--- config.mk ---
export PLATFORM = sky130hd
export DESIGN_NAME = mem_port_arbiter
export DESIGN_NICKNAME = d
export VERILOG_FILES = /design/src/rtl/mips_pkg.sv /design/src/rtl/lane_align.sv /design/src/rtl/mem_port_arbiter.sv
export SDC_FILE = /design/constraint.sdc
export NUM_CORES = 1
export LEC_CHECK = 0
export ABC_AREA = 1
export ABC_CLOCK_PERIOD_IN_PS = 2200
export CAP_MARGIN = 15
export CORE_MARGIN = 2
export CORE_UTILIZATION = 31
export CTS_BUF_LIST = sky130_fd_sc_hd__clkbuf_4
export CTS_CLUSTER_SIZE = 16
export DETAILED_ROUTE_END_ITERATION = 6
export SLEW_MARGIN = 25
export SYNTH_ARGS = -nofsm -noshare
export SYNTH_HDL_FRONTEND = slang
export SYNTH_SLANG_ARGS = --single-unit
export TNS_END_PERCENT = 50
--- constraint.sdc ---
create_clock -name clk -period 2.2 [get_ports clk]
set_input_delay 0.44 -clock clk [delete_from_list [all_inputs] [get_ports clk]]
set_output_delay 0.44 -clock clk [all_outputs]
set_load 0.02 [all_outputs]
--- src/rtl/mips_pkg.sv ---
// Shared encodings for the multicycle MIPS memory port: access sizes, arbiter states, owners.
package mips_pkg;

    typedef enum logic [1:0] {
        SZ_BYTE = 2'b00,
        SZ_HALF = 2'b01,
        SZ_WORD = 2'b10,
        SZ_ILL  = 2'b11
    } size_t;

    typedef enum logic [2:0] {
        IDLE  = 3'd0,
        BUSY  = 3'd1,
        DONE  = 3'd2,
        ERR   = 3'd3,
        ABORT = 3'd4
    } arb_state_t;

    typedef enum logic {
        OWN_IF = 1'b0,
        OWN_D  = 1'b1
    } owner_t;

endpackage

--- src/rtl/lane_align.sv ---
// Combinational byte-lane steering: byte enables, replicated store data and misalignment detect.
module lane_align
    import mips_pkg::*;
(
    input  size_t       size,
    input  logic [1:0]  addr_lo,
    input  logic [31:0] wdata,
    output logic [3:0]  be_c,
    output logic [31:0] wdata_c,
    output logic        misalign_c
);

    always_comb begin
        be_c       = 4'b0000;
        wdata_c    = wdata;
        misalign_c = 1'b0;
        case (size)
            SZ_BYTE: begin
                be_c    = 4'b0001 << addr_lo;
                wdata_c = {4{wdata[7:0]}};
            end
            SZ_HALF: begin
                be_c       = addr_lo[1] ? 4'b1100 : 4'b0011;
                wdata_c    = {2{wdata[15:0]}};
                misalign_c = addr_lo[0];
            end
            SZ_WORD: begin
                be_c       = 4'b1111;
                misalign_c = (addr_lo != 2'b00);
            end
            default: misalign_c = 1'b1;
        endcase
    end

endmodule

--- src/rtl/mem_port_arbiter.sv ---
// Round-robin arbiter sharing one memory port between instruction fetch and data access,
// with latched transactions, access checking and a bounded wait for mem_ready.
module mem_port_arbiter
    import mips_pkg::*;
#(
    parameter int unsigned TIMEOUT_CYC = 15
) (
    input  logic        clk,
    input  logic        reset,
    input  logic        if_req,
    input  logic [31:0] if_addr,
    output logic        if_gnt,
    output logic [31:0] if_rdata,
    output logic        if_done,
    output logic        if_err,
    input  logic        d_req,
    input  logic        d_we,
    input  logic [1:0]  d_size,
    input  logic [31:0] d_addr,
    input  logic [31:0] d_wdata,
    output logic        d_gnt,
    output logic [31:0] d_rdata,
    output logic        d_done,
    output logic        d_err,
    output logic        mem_valid,
    output logic        mem_we,
    output logic [3:0]  mem_be,
    output logic [31:0] mem_addr,
    output logic [31:0] mem_wdata,
    input  logic [31:0] mem_rdata,
    input  logic        mem_ready,
    output logic        timeout_err
);

    localparam int unsigned CNT_W = 8;

    arb_state_t       state;
    owner_t           owner;
    owner_t           last_owner;
    logic [CNT_W-1:0] cnt;

    logic        pick_d_c;
    size_t       sel_size_c;
    logic [1:0]  sel_lo_c;
    logic [31:0] sel_addr_c;
    logic [31:0] sel_wdata_c;
    logic [3:0]  be_c;
    logic [31:0] wdata_c;
    logic        misalign_c;

    // Data wins only when alone or when fetch was served last.
    always_comb begin
        pick_d_c    = d_req && (!if_req || last_owner == OWN_IF);
        sel_size_c  = pick_d_c ? size_t'(d_size) : SZ_WORD;
        sel_lo_c    = pick_d_c ? d_addr[1:0] : 2'b00;
        sel_addr_c  = pick_d_c ? d_addr : if_addr;
        sel_wdata_c = pick_d_c ? d_wdata : 32'h0;
    end

    lane_align u_lane_align (
        .size       (sel_size_c),
        .addr_lo    (sel_lo_c),
        .wdata      (sel_wdata_c),
        .be_c       (be_c),
        .wdata_c    (wdata_c),
        .misalign_c (misalign_c)
    );

    always_ff @(posedge clk) begin
        if (!reset) begin
            state       <= IDLE;
            owner       <= OWN_IF;
            last_owner  <= OWN_D;
            cnt         <= '0;
            if_gnt      <= 1'b0;
            if_rdata    <= 32'h0;
            if_done     <= 1'b0;
            if_err      <= 1'b0;
            d_gnt       <= 1'b0;
            d_rdata     <= 32'h0;
            d_done      <= 1'b0;
            d_err       <= 1'b0;
            mem_valid   <= 1'b0;
            mem_we      <= 1'b0;
            mem_be      <= 4'b0000;
            mem_addr    <= 32'h0;
            mem_wdata   <= 32'h0;
            timeout_err <= 1'b0;
        end else begin
            if_done <= 1'b0;
            if_err  <= 1'b0;
            d_done  <= 1'b0;
            d_err   <= 1'b0;
            case (state)
                IDLE: begin
                    if (if_req || d_req) begin
                        owner     <= pick_d_c ? OWN_D : OWN_IF;
                        mem_addr  <= sel_addr_c & ~32'h3;
                        mem_be    <= be_c;
                        mem_wdata <= wdata_c;
                        cnt       <= '0;
                        if (pick_d_c && misalign_c) begin
                            state  <= ERR;
                            mem_we <= 1'b0;
                            d_done <= 1'b1;
                            d_err  <= 1'b1;
                        end else begin
                            state      <= BUSY;
                            mem_valid  <= 1'b1;
                            mem_we     <= pick_d_c && d_we;
                            last_owner <= pick_d_c ? OWN_D : OWN_IF;
                            if_gnt     <= !pick_d_c;
                            d_gnt      <= pick_d_c;
                        end
                    end
                end
                BUSY: begin
                    if (mem_ready) begin
                        state     <= DONE;
                        mem_valid <= 1'b0;
                        mem_we    <= 1'b0;
                        if (owner == OWN_IF) begin
                            if_rdata <= mem_rdata;
                            if_done  <= 1'b1;
                        end else begin
                            if (!mem_we) d_rdata <= mem_rdata;
                            d_done <= 1'b1;
                        end
                    end else if (cnt == CNT_W'(TIMEOUT_CYC - 1)) begin
                        state       <= ABORT;
                        mem_valid   <= 1'b0;
                        mem_we      <= 1'b0;
                        timeout_err <= 1'b1;
                        if_gnt      <= 1'b0;
                        d_gnt       <= 1'b0;
                        if (owner == OWN_IF) begin
                            if_done <= 1'b1;
                            if_err  <= 1'b1;
                        end else begin
                            d_done <= 1'b1;
                            d_err  <= 1'b1;
                        end
                    end else begin
                        cnt <= cnt + CNT_W'(1);
                    end
                end
                DONE: begin
                    state  <= IDLE;
                    if_gnt <= 1'b0;
                    d_gnt  <= 1'b0;
                end
                ERR, ABORT: state <= IDLE;
                default:    state <= IDLE;
            endcase
        end
    end

endmodule
==> results.ini, run 1 <==
[clock_tree]
htreeDepth=4
clock_latency_ns=0.56
root_buffer=clkbuf_4
clk_pin_slew_worst_paths_ns=0.14
tritoncts=yes
cts_hold_buf=0
clock-sinks=152
cts_setup_buffers=0
cts_buffers=17
ctsLongestPathBuffers=2

[sta]
slew_headroom=0.5796
fin_crit_ns=2.016
fin_tns_setup_ns=0
max_freq_mhz=496.0
hold_viol_final=0
fin_ws_ns=0.1840
finalMaxSlewViolations=0
setup_violations=0
tightestPinTransition_ns=0.6297
fin_crit_sh=0.9163
fin_skew_ns=0.03529
rsz0062_at_grt=false

[place]
dp.cells=1362
pre_cts_ws_ns=0.004678
io_buffer_count=272
place_hpwl_um=14790
place_area_um2=9355
place_congestion=0.8174

[global_routing]
grt_pass1_vias=6029
grt_pass1_wl_um=32360
groute.layer.met1.usage=0.2412
met2_usage=0.2894
top_usage_layer=met2
grt_max_degree=65
grt_antenna_before_repair=1
met3_usage=0.08696
grt_overflow=0
grt_use_total=0.1887

[finish]
drive_gt1_frac=0.06673
final_cells=1395
stdcell_area_um2=9624
fin_nets=1249
areaGrowthSynthToFinish_pct=51.90

[logic_synthesis]
synth_xor_area_frac=0.004147
syn_area_per_cell_um2=7.516
synth_simple_gate_area_frac=0.2316
ys_seq_area_frac=0.4803
synth_top_family_by_area=simple AND/OR/NAND/NOR gates
synth_compound_gate_area_share=0.1983
syn_area_um2=6336
synthMuxAreaShare=0
synthAdderAreaFrac=0.003949
synth_warnings=0
yosysUniqueCellTypes=35
ys_ff_latch=152
netlist_instances=843

[pwr]
p_leak_nw=4.280
ir_worst_vdd_v=0.0003542
p_per_area_nw_per_um2=670.8

[die]
ioPinCount=277
dieArea_um2=21600
die_w_um=147.0
core_um2=20170
initial_core_util=0.3141
die_h_um=147.0
rows=52

[detailed_routing]
drtIter0Drc=313
vias_per_cell=4.586
vias=6398
routedWlPerCell_um=14.98
dr.pass1.iters=5
drc=0
ant_nets=0
wirelength_um=20890

[worst_setup_path]
path_buf_inv=1
max_stage_delay_ns=0.63
cp_slowest_cell=clkdlybuf4s50_1
worstPathArrival_ns=1.58
crit_chain=clkdlybuf4s50_1
crit_path_start_kind=register
crit_type=register to output port
critPathTopFamily=buffers and inverters
crit_path_end_kind=output port
critical_path_required_ns=1.76
ff2ff_setup_slack_ns=0.50
crit_fanout=2

[worst_hold_path]
min_path_type=primary input to register

[run_status]
status=finished, final reports clean

[flow_run]
drv_cap=0

registers in the layout, indices dropped and copies added, names as in the netlist, 3 cells and up:
name       count
d_rdata       32
if_rdata      32
mem_wdata     32
mem_addr      30
cnt            8
mem_be         4
state          3
timing repair:
item / CTS / global route
resized for setup: 1 / 0
hold endpoints to repair: 0 / 0
endpoints found under the setup margin: 1 / 0
metrics by stage:
stage / hold slack (ns) / power, mW / util
global placement: 0.4320 / 4.826 / 0.4638
global route: 0.2479 / 6.825 / 0.4772
detailed placement: 0.4378 / 4.832 / 0.4638
finish: 0.2661 / 6.456 / 0.4772
floorplan: 0.4504 / 3.966 / -
CTS: 0.2293 / 6.547 / 0.4770
logic make-up (layout without fill, tap and decap cells):
group / count (synthesis) / in the layout
simple gates: 363 / 363
compound gates: 219 / 219
flops: 152 / 152
buf+inv: 103 / 383
xor+xnor: 3 / 3
fa+ha+maj: 2 / 2
other cells: 1 / 3
tightest hold or removal path, cell delays in order:
cell	delay, ns
buf_2	0.17
clkinv_1	0.09
nor3_1	0.06
cell type report:
class	count	area, um^2
clock inverters	15	140.1
multi-input cells	589	2783
clock buffers	17	127.6
fillers	2046	10550
inverters	56	214.0
repair buffers	295	2977
flip-flops and latches	152	3043
well taps	270	337.8
diodes	1	2.502
cells in the final DEF, fill, tap and decap left out, types with 2 or more instances in the layout:
cell,netlist,layout
nand4_1,5,5
nand3_1,12,12
nor2_4,3,3
o21a_1,8,8
a21o_1,38,38
a22oi_1,4,4
nand2_4,2,2
nand2_1,164,164
clkinv_4,0,2
inv_2,6,6
clkbuf_4,0,17
ha_1,2,2
a21oi_1,67,67
clkinv_2,1,4
xor2_1,2,2
buf_4,10,16
o31ai_1,9,9
nor2_1,169,169
dfxtp_1,152,152
a31oi_1,8,8
buf_12,0,7
conb_1,1,2
nor2_2,2,2
inv_6,0,5
o21ai_0,54,54
nand3_2,2,2
inv_1,47,47
o21ai_1,30,30
clkdlybuf4s50_1,0,270
clkinvlp_4,0,3
final timing paths:
kind	to	startpoint	cells past startpoint
worst max register to register	d_rdata[21]	state[2]	8
worst max-delay path	mem_wdata[5]	mem_wdata[5]	1
worst min-delay path	if_err	reset	3
worst min register to register	mem_be[1]	mem_be[1]	2
layer usage:
metal	vias to the layer above	routed length [um]
met5	-	0
met4	0	314
met2	262	9002
met1	2853	9283
met3	19	2293
li1	3264	-
synth_stat cells:
library cell | count | area (um^2)
a21oi_1 | 67 | 335.3
conb_1 | 1 | 3.750
o21a_1 | 8 | 60.06
nor2_8 | 1 | 20.02
clkinv_1 | 1 | 3.750
a22oi_1 | 4 | 30.03
buf_4 | 10 | 75.07
o21bai_1 | 1 | 7.510
a21o_1 | 38 | 285.3
nor3_1 | 1 | 5.000
or2_1 | 1 | 6.260
nand3_2 | 2 | 20.02
nand3_1 | 12 | 60.06
inv_4 | 1 | 6.260
nand2_1 | 164 | 615.6
clkinv_2 | 1 | 5.000
buf_6 | 10 | 112.6
o31ai_1 | 9 | 67.56
nor2_4 | 3 | 33.78
xor2_1 | 2 | 17.52
buf_2 | 9 | 45.04
nor2_2 | 2 | 12.51
a31oi_1 | 8 | 50.05
inv_2 | 6 | 22.52
ha_1 | 2 | 25.02
o21ai_1 | 30 | 150.1
inv_1 | 47 | 176.4
clkbuf_1 | 18 | 67.56
nand4_1 | 5 | 31.28
xnor2_1 | 1 | 8.760
nand2_4 | 2 | 22.52
nand2_2 | 1 | 6.260
dfxtp_1 | 152 | 3043
nor2_1 | 169 | 634.4
o21ai_0 | 54 | 270.3
power breakdown:
| group | total [mW] | switching, mW | internal [mW] |
|---|---|---|---|
| clock network | 1.69 | 1.11 | 0.582 |
| logic | 1.68 | 0.879 | 0.803 |
| registers | 3.08 | 0.115 | 2.96 |
(Power assumes the default switching activity.)
==> inputs of run 2 (changes only) <==
--- a/config.mk
+++ b/config.mk
@@ -9,10 +9,12 @@
 export ABC_CLOCK_PERIOD_IN_PS = 2200
 export CAP_MARGIN = 15
 export CORE_MARGIN = 2
-export CORE_UTILIZATION = 31
+export CORE_UTILIZATION = 47
 export CTS_BUF_LIST = sky130_fd_sc_hd__clkbuf_4
 export CTS_CLUSTER_SIZE = 16
 export DETAILED_ROUTE_END_ITERATION = 6
+export PLACE_DENSITY = 0.88
+export SKIP_CTS_REPAIR_TIMING = 1
 export SLEW_MARGIN = 25
 export SYNTH_ARGS = -nofsm -noshare
 export SYNTH_HDL_FRONTEND = slang
==> results.ini, run 2 (synthesized netlist as in run 1, its figures left out) <==
[worst_setup_path]
crit_chain=clkdlybuf4s50_1
worstPathArrival_ns=1.67
crit_path_start_kind=register
cp_slowest_cell=clkdlybuf4s50_1
crit_cells=1
reg2reg_depth=8
crit_type=register to output port
critical_path_required_ns=1.76
critPathTopFamily=buffers and inverters
path_buf_inv=1
max_stage_delay_ns=0.67
crit_fanout=3
crit_path_end_kind=output port

[clock_tree]
ctsLongestPathBuffers=2
root_buffer=clkbuf_4
htreeDepth=4
clock_latency_ns=0.55
clock-sinks=152
tritoncts=yes
cts_buffers=17
clk_pin_slew_worst_paths_ns=0.13

[die]
die_h_um=120.1
core_um2=13190
die_w_um=120.1
ioPinCount=277
initial_core_util=0.4804
rows=42
dieArea_um2=14430

[run_status]
status=finished, final reports clean

[finish]
final_cells=1292
nFillCells=1018
register_area_um2=3043
reg_top3=d_rdata x32, if_rdata x32, mem_wdata x32
layout_commonest_cell=clkdlybuf4s50_1
areaGrowthSynthToFinish_pct=48.68
drive_gt1_frac=0.05645
multi_input_area_um2=2783
fin_nets=1241
n_antenna_cell=0
final_cell_mix=clkdlybuf4s50_1 (271), nor2_1 (169), nand2_1 (164)

[worst_hold_path]
hold_depth=3
min_path_type=primary input to register

[detailed_routing]
ant_nets=0
drc=0
wirelength_um=19590
vias=6592
vias_per_cell=5.102
drtIter0Drc=432
routedWlPerCell_um=15.16
dr.pass1.iters=5

[sta]
fin_skew_ns=0.01806
max_freq_mhz=472.9
slew_headroom=0.5992
hold_viol_final=0
fin_crit_sh=0.9613
finalMaxSlewViolations=0
fin_tns_setup_ns=0
tightestPinTransition_ns=0.6003
rsz0062_at_grt=false
setup_violations=0
fin_crit_ns=2.115

[place]
io_buffer_count=272
dp.cells=1260
place_hpwl_um=13800
place_congestion=0.8698

[global_routing]
grt_antenna_before_repair=1
grt_max_degree=81
grt_use_total=0.2639
grt_pass1_wl_um=30230
grt_overflow=0
grt_pass1_vias=6078

[pwr]
p_per_area_nw_per_um2=679.8
ir_worst_vdd_v=0.0004581
p_leak_nw=4.224

[flow_run]
drv_cap=0

## run 2: cell types whose count changed in the layout (fill, tap and decap cells not counted), moves of 2 or more
| cell | delta |
|---|---|
| clkinv_1 | +4 |
| inv_6 | -4 |
| buf_12 | -2 |
| buf_4 | -6 |
## run 2: layer usage
metal  vias to the layer above  global-route usage  share of wire
met5                         -                   0        0.00066
met4                         2              0.1103          0.031
met3                        49             0.09933           0.11
met2                       289              0.4201           0.46
met1                      3002              0.3199           0.40
li1                       3250                   -              -
## run 2: worst paths after layout
kind | startpoint | end | slack (ns)
max | mem_we | mem_we | 0.09
min | reset | mem_wdata[20] | 0.32
max reg2reg | state[1] | if_rdata[31] | 0.56
min reg2reg | timeout_err | timeout_err | 0.46
## run 2: stage by stage
step / area [um^2] / power (mW) / hold WS, ns / setup slack [ns] / utilization
floorplan: 6340 / 3.966 / 0.4504 / 0.7447 / -
global placement: 9153 / 4.757 / 0.4316 / 0.1393 / 0.6939
detailed placement: 9153 / 4.785 / 0.4377 / 0.1045 / 0.6939
CTS: 9420 / 6.431 / 0.2745 / 0.05530 / 0.7142
global route: 9420 / 6.693 / 0.2849 / 0.01170 / 0.7142
finish: 9420 / 6.404 / 0.3160 / 0.08522 / 0.7142
## run 2: where the power goes
group	leakage [nW]	internal [mW]	switching [mW]
combinational	2.85	0.784	0.867
sequential	1.24	2.96	0.119
clock	0.134	0.670	1.00
total	4.22	4.42	1.99
## run 2: area by class of cell
class / count / area share
multi-input combinational: 589 / 0.2954
sequential: 152 / 0.3230
timing repair buffer: 287 / 0.3071
inverter: 56 / 0.02271
clock buffer: 18 / 0.01434
tap: 176 / 0.02338
clock inverter: 14 / 0.01408
